### src/rtl/sender_scheduler_if.sv
// ---------------------------------------------------------------------------
// sender_scheduler_if
// Bundles the requester handshakes, the sender datapath connection and the
// serial transmit outputs of sender_scheduler.
//
// Handshake rule: a word moves on a cycle where reqN_valid && reqN_ready are
// both high at the rising clock edge. valid may rise or fall at any time.
// ready is combinational. It may be high only while the scheduler is idle,
// and at most one ready is high at a time. The serial transmit side has no
// backpressure: every cycle with tx_valid high carries one bit.
//
// Signals:
//   req0_valid/req0_data/req0_ready : requester 0 handshake
//   req1_valid/req1_data/req1_ready : requester 1 handshake
//   snd_data  : registered word into the external sender datapath
//   snd_out   : sender frame, a combinational function of snd_data
//   tx_bit/tx_valid/tx_last/tx_src : serial output, MSB first
//   busy      : scheduler not idle
//   state_dbg : raw FSM state, for checkers
// Modports: slave = scheduler side, master = producer/link side.
// ---------------------------------------------------------------------------
interface sender_scheduler_if #(
  parameter int DATA_W  = 32,
  parameter int FRAME_W = 48
);
  logic               req0_valid;
  logic [DATA_W-1:0]  req0_data;
  logic               req0_ready;
  logic               req1_valid;
  logic [DATA_W-1:0]  req1_data;
  logic               req1_ready;
  logic [DATA_W-1:0]  snd_data;
  logic [FRAME_W-1:0] snd_out;
  logic               tx_bit;
  logic               tx_valid;
  logic               tx_last;
  logic               tx_src;
  logic               busy;
  logic [1:0]         state_dbg;

  modport slave (
    input  req0_valid, req0_data, req1_valid, req1_data, snd_out,
    output req0_ready, req1_ready, snd_data, tx_bit, tx_valid, tx_last,
           tx_src, busy, state_dbg
  );

  modport master (
    output req0_valid, req0_data, req1_valid, req1_data, snd_out,
    input  req0_ready, req1_ready, snd_data, tx_bit, tx_valid, tx_last,
           tx_src, busy, state_dbg
  );
endinterface

### src/rtl/sender_scheduler.sv
// ---------------------------------------------------------------------------
// sender_scheduler
// Arbitrates two word producers with a round-robin pointer. It registers the
// granted word into a shared external checksum datapath ("sender") and
// captures the resulting frame. It then shifts the frame out MSB-first on a
// one-bit line with valid/last strobes. One frame takes 50 cycles from
// handshake to the next possible handshake.
//
// Ports:
//   clk : rising-edge clock
//   rst : asynchronous, active-high reset
//   bus : sender_scheduler_if.slave (requesters, sender link, tx outputs,
//         busy, state_dbg)
// ---------------------------------------------------------------------------
module sender_scheduler #(
  parameter int DATA_W  = 32,
  parameter int FRAME_W = 48,
  parameter int CNT_W   = 6
) (
  input  logic               clk,
  input  logic               rst,
  sender_scheduler_if.slave  bus
);

  typedef enum logic [1:0] {
    S_IDLE  = 2'd0,
    S_LOAD  = 2'd1,
    S_SHIFT = 2'd2
  } state_t;

  localparam logic [CNT_W-1:0] LAST_CNT = CNT_W'(FRAME_W - 1);

  state_t             state_q, state_d;
  logic               rr_q, rr_d;
  logic [DATA_W-1:0]  snd_data_q, snd_data_d;
  logic [FRAME_W-1:0] frame_q, frame_d;
  logic [CNT_W-1:0]   cnt_q, cnt_d;
  logic               src_q, src_d;
  logic               tx_bit_q, tx_bit_d;
  logic               tx_valid_q, tx_valid_d;
  logic               tx_last_q, tx_last_d;
  logic               busy_q, busy_d;

  logic               idle;
  logic               grant0;
  logic               grant1;
  logic [CNT_W-1:0]   cnt_inc;

  // A lone valid requester always wins. rr_q only breaks ties.
  assign idle    = (state_q == S_IDLE);
  assign grant0  = idle && bus.req0_valid && (!bus.req1_valid || !rr_q);
  assign grant1  = idle && bus.req1_valid && (!bus.req0_valid ||  rr_q);
  assign cnt_inc = cnt_q + 1'b1;

  always_ff @(posedge clk or posedge rst) begin
    if (rst) begin
      state_q    <= S_IDLE;
      rr_q       <= 1'b0;
      snd_data_q <= '0;
      frame_q    <= '0;
      cnt_q      <= '0;
      src_q      <= 1'b0;
      tx_bit_q   <= 1'b0;
      tx_valid_q <= 1'b0;
      tx_last_q  <= 1'b0;
      busy_q     <= 1'b0;
    end else begin
      state_q    <= state_d;
      rr_q       <= rr_d;
      snd_data_q <= snd_data_d;
      frame_q    <= frame_d;
      cnt_q      <= cnt_d;
      src_q      <= src_d;
      tx_bit_q   <= tx_bit_d;
      tx_valid_q <= tx_valid_d;
      tx_last_q  <= tx_last_d;
      busy_q     <= busy_d;
    end
  end

  always_comb begin
    state_d    = state_q;
    rr_d       = rr_q;
    snd_data_d = snd_data_q;
    frame_d    = frame_q;
    cnt_d      = cnt_q;
    src_d      = src_q;
    tx_bit_d   = tx_bit_q;
    tx_valid_d = tx_valid_q;
    tx_last_d  = tx_last_q;
    busy_d     = busy_q;

    case (state_q)
      S_IDLE: begin
        if (grant0) begin
          snd_data_d = bus.req0_data;
          src_d      = 1'b0;
          rr_d       = 1'b1;
          state_d    = S_LOAD;
          busy_d     = 1'b1;
        end else if (grant1) begin
          snd_data_d = bus.req1_data;
          src_d      = 1'b1;
          rr_d       = 1'b0;
          state_d    = S_LOAD;
          busy_d     = 1'b1;
        end
      end

      // snd_out has settled from snd_data. Capture the frame and present
      // its MSB right away, so the tx outputs stay registered and aligned
      // with cnt.
      S_LOAD: begin
        frame_d    = bus.snd_out;
        cnt_d      = '0;
        tx_valid_d = 1'b1;
        tx_bit_d   = bus.snd_out[FRAME_W-1];
        tx_last_d  = 1'b0;
        state_d    = S_SHIFT;
      end

      // cnt_q names the bit on the line this cycle. Prepare the next one.
      S_SHIFT: begin
        if (cnt_q == LAST_CNT) begin
          state_d    = S_IDLE;
          tx_valid_d = 1'b0;
          tx_bit_d   = 1'b0;
          tx_last_d  = 1'b0;
          busy_d     = 1'b0;
        end else begin
          cnt_d     = cnt_inc;
          tx_bit_d  = frame_q[LAST_CNT - cnt_inc];
          tx_last_d = (cnt_inc == LAST_CNT);
        end
      end

      default: begin
        state_d = S_IDLE;
      end
    endcase
  end

  assign bus.req0_ready = grant0;
  assign bus.req1_ready = grant1;
  assign bus.snd_data   = snd_data_q;
  assign bus.tx_bit     = tx_bit_q;
  assign bus.tx_valid   = tx_valid_q;
  assign bus.tx_last    = tx_last_q;
  assign bus.tx_src     = src_q;
  assign bus.busy       = busy_q;
  assign bus.state_dbg  = state_q;

endmodule

### src/flat_wrapper.sv
// flat-port wrapper written by rule: the top's interface ports become plain ports
module sender_scheduler_flat 
#(
  parameter int DATA_W  = 32,
  parameter int FRAME_W = 48,
  parameter int CNT_W   = 6
)
  (clk, rst, bus_req0_valid, bus_req0_data, bus_req1_valid, bus_req1_data, bus_snd_out, bus_req0_ready, bus_req1_ready, bus_snd_data, bus_tx_bit, bus_tx_valid, bus_tx_last, bus_tx_src, bus_busy, bus_state_dbg);
  sender_scheduler_if #(.DATA_W(DATA_W), .FRAME_W(FRAME_W)) bus_i ();
  input  logic clk;
  input  logic rst;
  input wire logic [$bits(bus_i.req0_valid)-1:0] bus_req0_valid;
  input wire logic [$bits(bus_i.req0_data)-1:0] bus_req0_data;
  input wire logic [$bits(bus_i.req1_valid)-1:0] bus_req1_valid;
  input wire logic [$bits(bus_i.req1_data)-1:0] bus_req1_data;
  input wire logic [$bits(bus_i.snd_out)-1:0] bus_snd_out;
  output wire logic [$bits(bus_i.req0_ready)-1:0] bus_req0_ready;
  output wire logic [$bits(bus_i.req1_ready)-1:0] bus_req1_ready;
  output wire logic [$bits(bus_i.snd_data)-1:0] bus_snd_data;
  output wire logic [$bits(bus_i.tx_bit)-1:0] bus_tx_bit;
  output wire logic [$bits(bus_i.tx_valid)-1:0] bus_tx_valid;
  output wire logic [$bits(bus_i.tx_last)-1:0] bus_tx_last;
  output wire logic [$bits(bus_i.tx_src)-1:0] bus_tx_src;
  output wire logic [$bits(bus_i.busy)-1:0] bus_busy;
  output wire logic [$bits(bus_i.state_dbg)-1:0] bus_state_dbg;
  assign bus_i.req0_valid = bus_req0_valid;
  assign bus_i.req0_data = bus_req0_data;
  assign bus_i.req1_valid = bus_req1_valid;
  assign bus_i.req1_data = bus_req1_data;
  assign bus_i.snd_out = bus_snd_out;
  assign bus_req0_ready = bus_i.req0_ready;
  assign bus_req1_ready = bus_i.req1_ready;
  assign bus_snd_data = bus_i.snd_data;
  assign bus_tx_bit = bus_i.tx_bit;
  assign bus_tx_valid = bus_i.tx_valid;
  assign bus_tx_last = bus_i.tx_last;
  assign bus_tx_src = bus_i.tx_src;
  assign bus_busy = bus_i.busy;
  assign bus_state_dbg = bus_i.state_dbg;
  sender_scheduler #(.DATA_W(DATA_W), .FRAME_W(FRAME_W), .CNT_W(CNT_W)) u_core (.clk(clk), .rst(rst), .bus(bus_i));
endmodule
### config.mk
export PLATFORM = sky130hd
export DESIGN_NAME = sender_scheduler_flat
export DESIGN_NICKNAME = d
export VERILOG_FILES = /design/src/rtl/sender_scheduler_if.sv /design/src/rtl/sender_scheduler.sv /design/src/flat_wrapper.sv
export SDC_FILE = /design/constraint.sdc
export NUM_CORES = 1
export LEC_CHECK = 0
export ABC_AREA = 1
export ABC_CLOCK_PERIOD_IN_PS = 3100
export BUFFER_PORTS_ARGS = -buffer_cell sky130_fd_sc_hd__buf_2
export CAP_MARGIN = 20
export CORE_ASPECT_RATIO = 0.5
export CORE_MARGIN = 2
export CORE_UTILIZATION = 50
export DETAILED_ROUTE_END_ITERATION = 6
export PLACE_DENSITY = 0.91
export SLEW_MARGIN = 40
export SYNTH_ARGS = -nofsm -noshare
export SYNTH_HDL_FRONTEND = slang
export SYNTH_SLANG_ARGS = --single-unit
### constraint.sdc
create_clock -name clk -period 3.1 [get_ports clk]
set_clock_uncertainty 0.05 [all_clocks]
set_input_delay 0 -clock clk [delete_from_list [all_inputs] [get_ports clk]]
set_output_delay 0 -clock clk [all_outputs]
set_load 0.01 [all_outputs]
==> reports/summary.txt <==
Pin count of the biggest net entering global routing = 59
Grt ovf = 0
Clk slew on worst S/H paths = 0.06 ns
R2r startpoint = u_core.bus.state_dbg[0]
Buffers and inverters on the worst path = 2
Sw Ratio = 23.14%
Die Span Y = 71.80 µm
DR pass1 iterations = 5
Final setup viols = 0
Synth cell types = 31
Status = finished clean
Power Density = 391.6 mW/mm²
Final ANT Viol Nets = 0
Syn Area/Cell = 8.165 µm²
# IOs = 157
Critical path's slowest cell = nand2_2
Int Pwr = 0.002055 W
Worst R2R End = u_core.bus.snd_data[29]
Area overhead of the layout relative to synthesis = 48.53%
Clk_lat worst skew = 0.34 ns
Psw = 0.0006186 W
Post-Synth XOR/XNOR Area = 1.089%
N_diodes = 0
Antenna violations before repair = 0
FP Rows = 24
Iter 0 DRT Violations = 425
Final Cycle Share = 91.28%
H-Tree Depth = 3
CTS tree = done
Post-synthesis instance total = 563
Max Slew Vio Count = 0
CP peak stage delay = 0.58 ns
Largest fanout on the critical path = 34
Compound-cell area share of the yosys netlist = 15.49%
CTS Buf Count = 9
CTS Root Cell = clkbuf_16
Drc violations = 0
Critical Path Source = u_core.bus.state_dbg[0]
CP Launch Type = flop
CP top delay family = simple AND/OR/NAND/NOR gates
CP Class = reg -> reg
Synth warn = 0
Hold Violations, Final = 0
Worst setup EP type = flop
Mean routed wirelength per cell = 15.67 µm
Total clock sinks = 94
Seq pwr share = 47.7%
HPWL after DPL = 8142 µm
Max-Cap Viols = 0
Longest Clk Path Bufs = 2
Die footprint = 0.01002 mm²
Logic gate share of total power = 14.4%
Setup TNS = 0 ns
Final Non-Filler Cells = 940
Dpl cells = 811
Fmax = 353.4 MHz
Number of cells on the worst reg-to-reg path = 7
First-pass GRT wire length = 23970 µm
Initial core utilization = 52.07%
Detailed-route via count = 5096
Setup repair after global routing missed its margin = false
Gpl congestion = 0.9534
Final Critical Period = 2.830 ns
Combinational family with the most area after synthesis = simple AND/OR/NAND/NOR gates
Final nets = 942
R2r setup slk = 0.27 ns
Area of the mapped netlist = 0.004597 mm²
Proportion of synthesized area in mux cells = 0%
Slew HR = 61.45%
Clock power frac = 37.9%
FF+latch count, synth = 94
Vias per cell = 5.421
CORE AREA = 0.008828 mm²
Post-Syn Nets = 686
VDD IR max = 0.0002847 V
Total GRT Usage = 30.26%
Simple-Gate Fraction of Synth Area = 21.67%
Adder-cell share of the synthesized area = 1.905%
Critical path required time = 3.33 ns
Leak = 3.543 nW
Worst-Margin Slew = 0.5775 ns
Arrival time at the worst endpoint = 3.06 ns
Share of post-route cells with drive strength above 1 = 23.69%
IO buf count = 156
Sequential area share after synthesis = 51.17%
Routed Wire Length = 14730 µm
Critical-path cell list = inv_1 -> ha_1 -> nand2_1 -> nand2_2 -> o21ai_0 -> o21ai_0 -> dlygate4sd3_1
Die Wd = 139.6 µm
Hold Path Class = in -> async
Vias in the first global route = 4991
Crit-path most repeated cell = o21ai_0
[per-stage QoR]
step / util (%) / hold WS [ns] / power [W] / instance area [µm²] / setup slack, ns
floorplan: - / 0.04316 / 0.001416 / 4597 / 0.6013
global placement: 61.32 / 0.1317 / 0.001517 / 5414 / 0.9557
detailed placement: 61.37 / -0.001274 / 0.001530 / 5418 / 0.9056
CTS: 77.34 / 0.1895 / 0.002663 / 6828 / 0.4096
global route: 77.34 / 0.2205 / 0.002764 / 6828 / 0.03513
finish: 77.34 / 0.1859 / 0.002674 / 6828 / 0.2702
[area by class of cell]
type                       instances  area [µm²]
tap                              117       146.4
fill                             574        2001
inverter                          58       222.7
clock buffer                      14       264.0
timing repair buffer             279        1989
clock inverter                     1       5.005
multi-input combinational        377        1848
sequential                        94        2352
[sequential cells by signal (all words and copies together), names as in the netlist, 2 cells and up]
name / flops
u_core.bus.snd_data: 32
u_core.frame_q: 48
u_core.bus.state_dbg: 2
u_core.cnt_q: 6
[layer usage]
layer | vias to the layer above | global-route usage, % | wire [µm]
li1 | 2352 | - | -
met1 | 2388 | 36.90 | 5758
met4 | 0 | 12.11 | 471
met3 | 53 | 7.219 | 1168
met2 | 303 | 53.16 | 7333
met5 | - | 0 | 0
[timing repair]
item	in CTS	in global routing
resized for setup	0	0
hold endpoints to repair	130	0
hold buffers	114	0
buffers inserted	0	0
[synth_stat cells]
library cell | number | area (µm²)
clkinv_1 | 1 | 3.750
nand3_1 | 71 | 355.3
ha_1 | 7 | 87.58
nand2_1 | 115 | 431.7
inv_1 | 54 | 202.7
dfrtp_1 | 94 | 2352
nand2_4 | 1 | 11.26
xor2_2 | 1 | 16.27
o22ai_1 | 3 | 18.77
nand4_1 | 2 | 12.51
buf_4 | 4 | 30.03
a21oi_1 | 7 | 35.03
buf_6 | 3 | 33.78
nand2_2 | 3 | 18.77
a21oi_2 | 3 | 26.28
clkbuf_2 | 1 | 5.000
o21ai_0 | 87 | 435.4
xnor2_2 | 1 | 16.27
o21ai_1 | 27 | 135.1
nor2_2 | 1 | 6.260
clkbuf_8 | 1 | 13.76
clkbuf_1 | 21 | 78.83
a21o_1 | 1 | 7.510
xor2_1 | 2 | 17.52
o211ai_1 | 5 | 37.54
nor2_1 | 37 | 138.9
inv_2 | 3 | 11.26
a21oi_4 | 1 | 16.27
nor2_4 | 1 | 11.26
nand3_2 | 1 | 10.01
buf_2 | 4 | 20.02
[tightest hold or removal path, stage by stage]
cell	delay (ns)
dlygate4sd3_1	0.54
buf_2	0.14
clkinv_4	0.32
[layout by cell type, fill, tap and decap left out, types with 2 or more instances in the layout]
cell	instances
buf_2	156
nand2_1	115
dlygate4sd3_1	114
dfrtp_1	94
o21ai_0	87
nand3_1	71
inv_1	53
nor2_1	37
o21ai_1	27
clkbuf_16	9
buf_4	9
a21oi_1	7
ha_1	6
o211ai_1	5
nand2_2	3
inv_2	3
o22ai_1	3
a21oi_2	3
clkbuf_1	3
nand4_1	2
xor2_1	2
clkbuf_8	2
[how the worst max path moves through the flow]
stage	depth (start not counted)	endpoint
after CTS	7	u_core.bus.snd_data[0]
after global placement	12	u_core.bus.tx_bit
after global routing	7	u_core.bus.snd_data[23]
after detailed placement	6	u_core.bus.snd_data[29]
after floorplan	1	u_core.bus.busy
final	7	u_core.bus.snd_data[29]
[cell families after synthesis]
family | Yosys count
AND/OR/NAND/NOR | 232
AO/OA/AOI/OAI | 134
flip-flops | 94
buffers and inverters | 92
adder cells (fa/ha/maj) | 7
XOR/XNOR | 4
[power by group through the flow]
stage                     Sequential (W)  Clock, W  Combinational (W)
after global placement           0.00130         0           0.000222
after CTS                        0.00127   0.00103           0.000363
after floorplan                  0.00129         0           0.000123
final                            0.00127   0.00101           0.000385
after global routing             0.00128   0.00107           0.000422
after detailed placement         0.00130         0           0.000234
No activity file was read; power rests on OpenSTA's default activity.
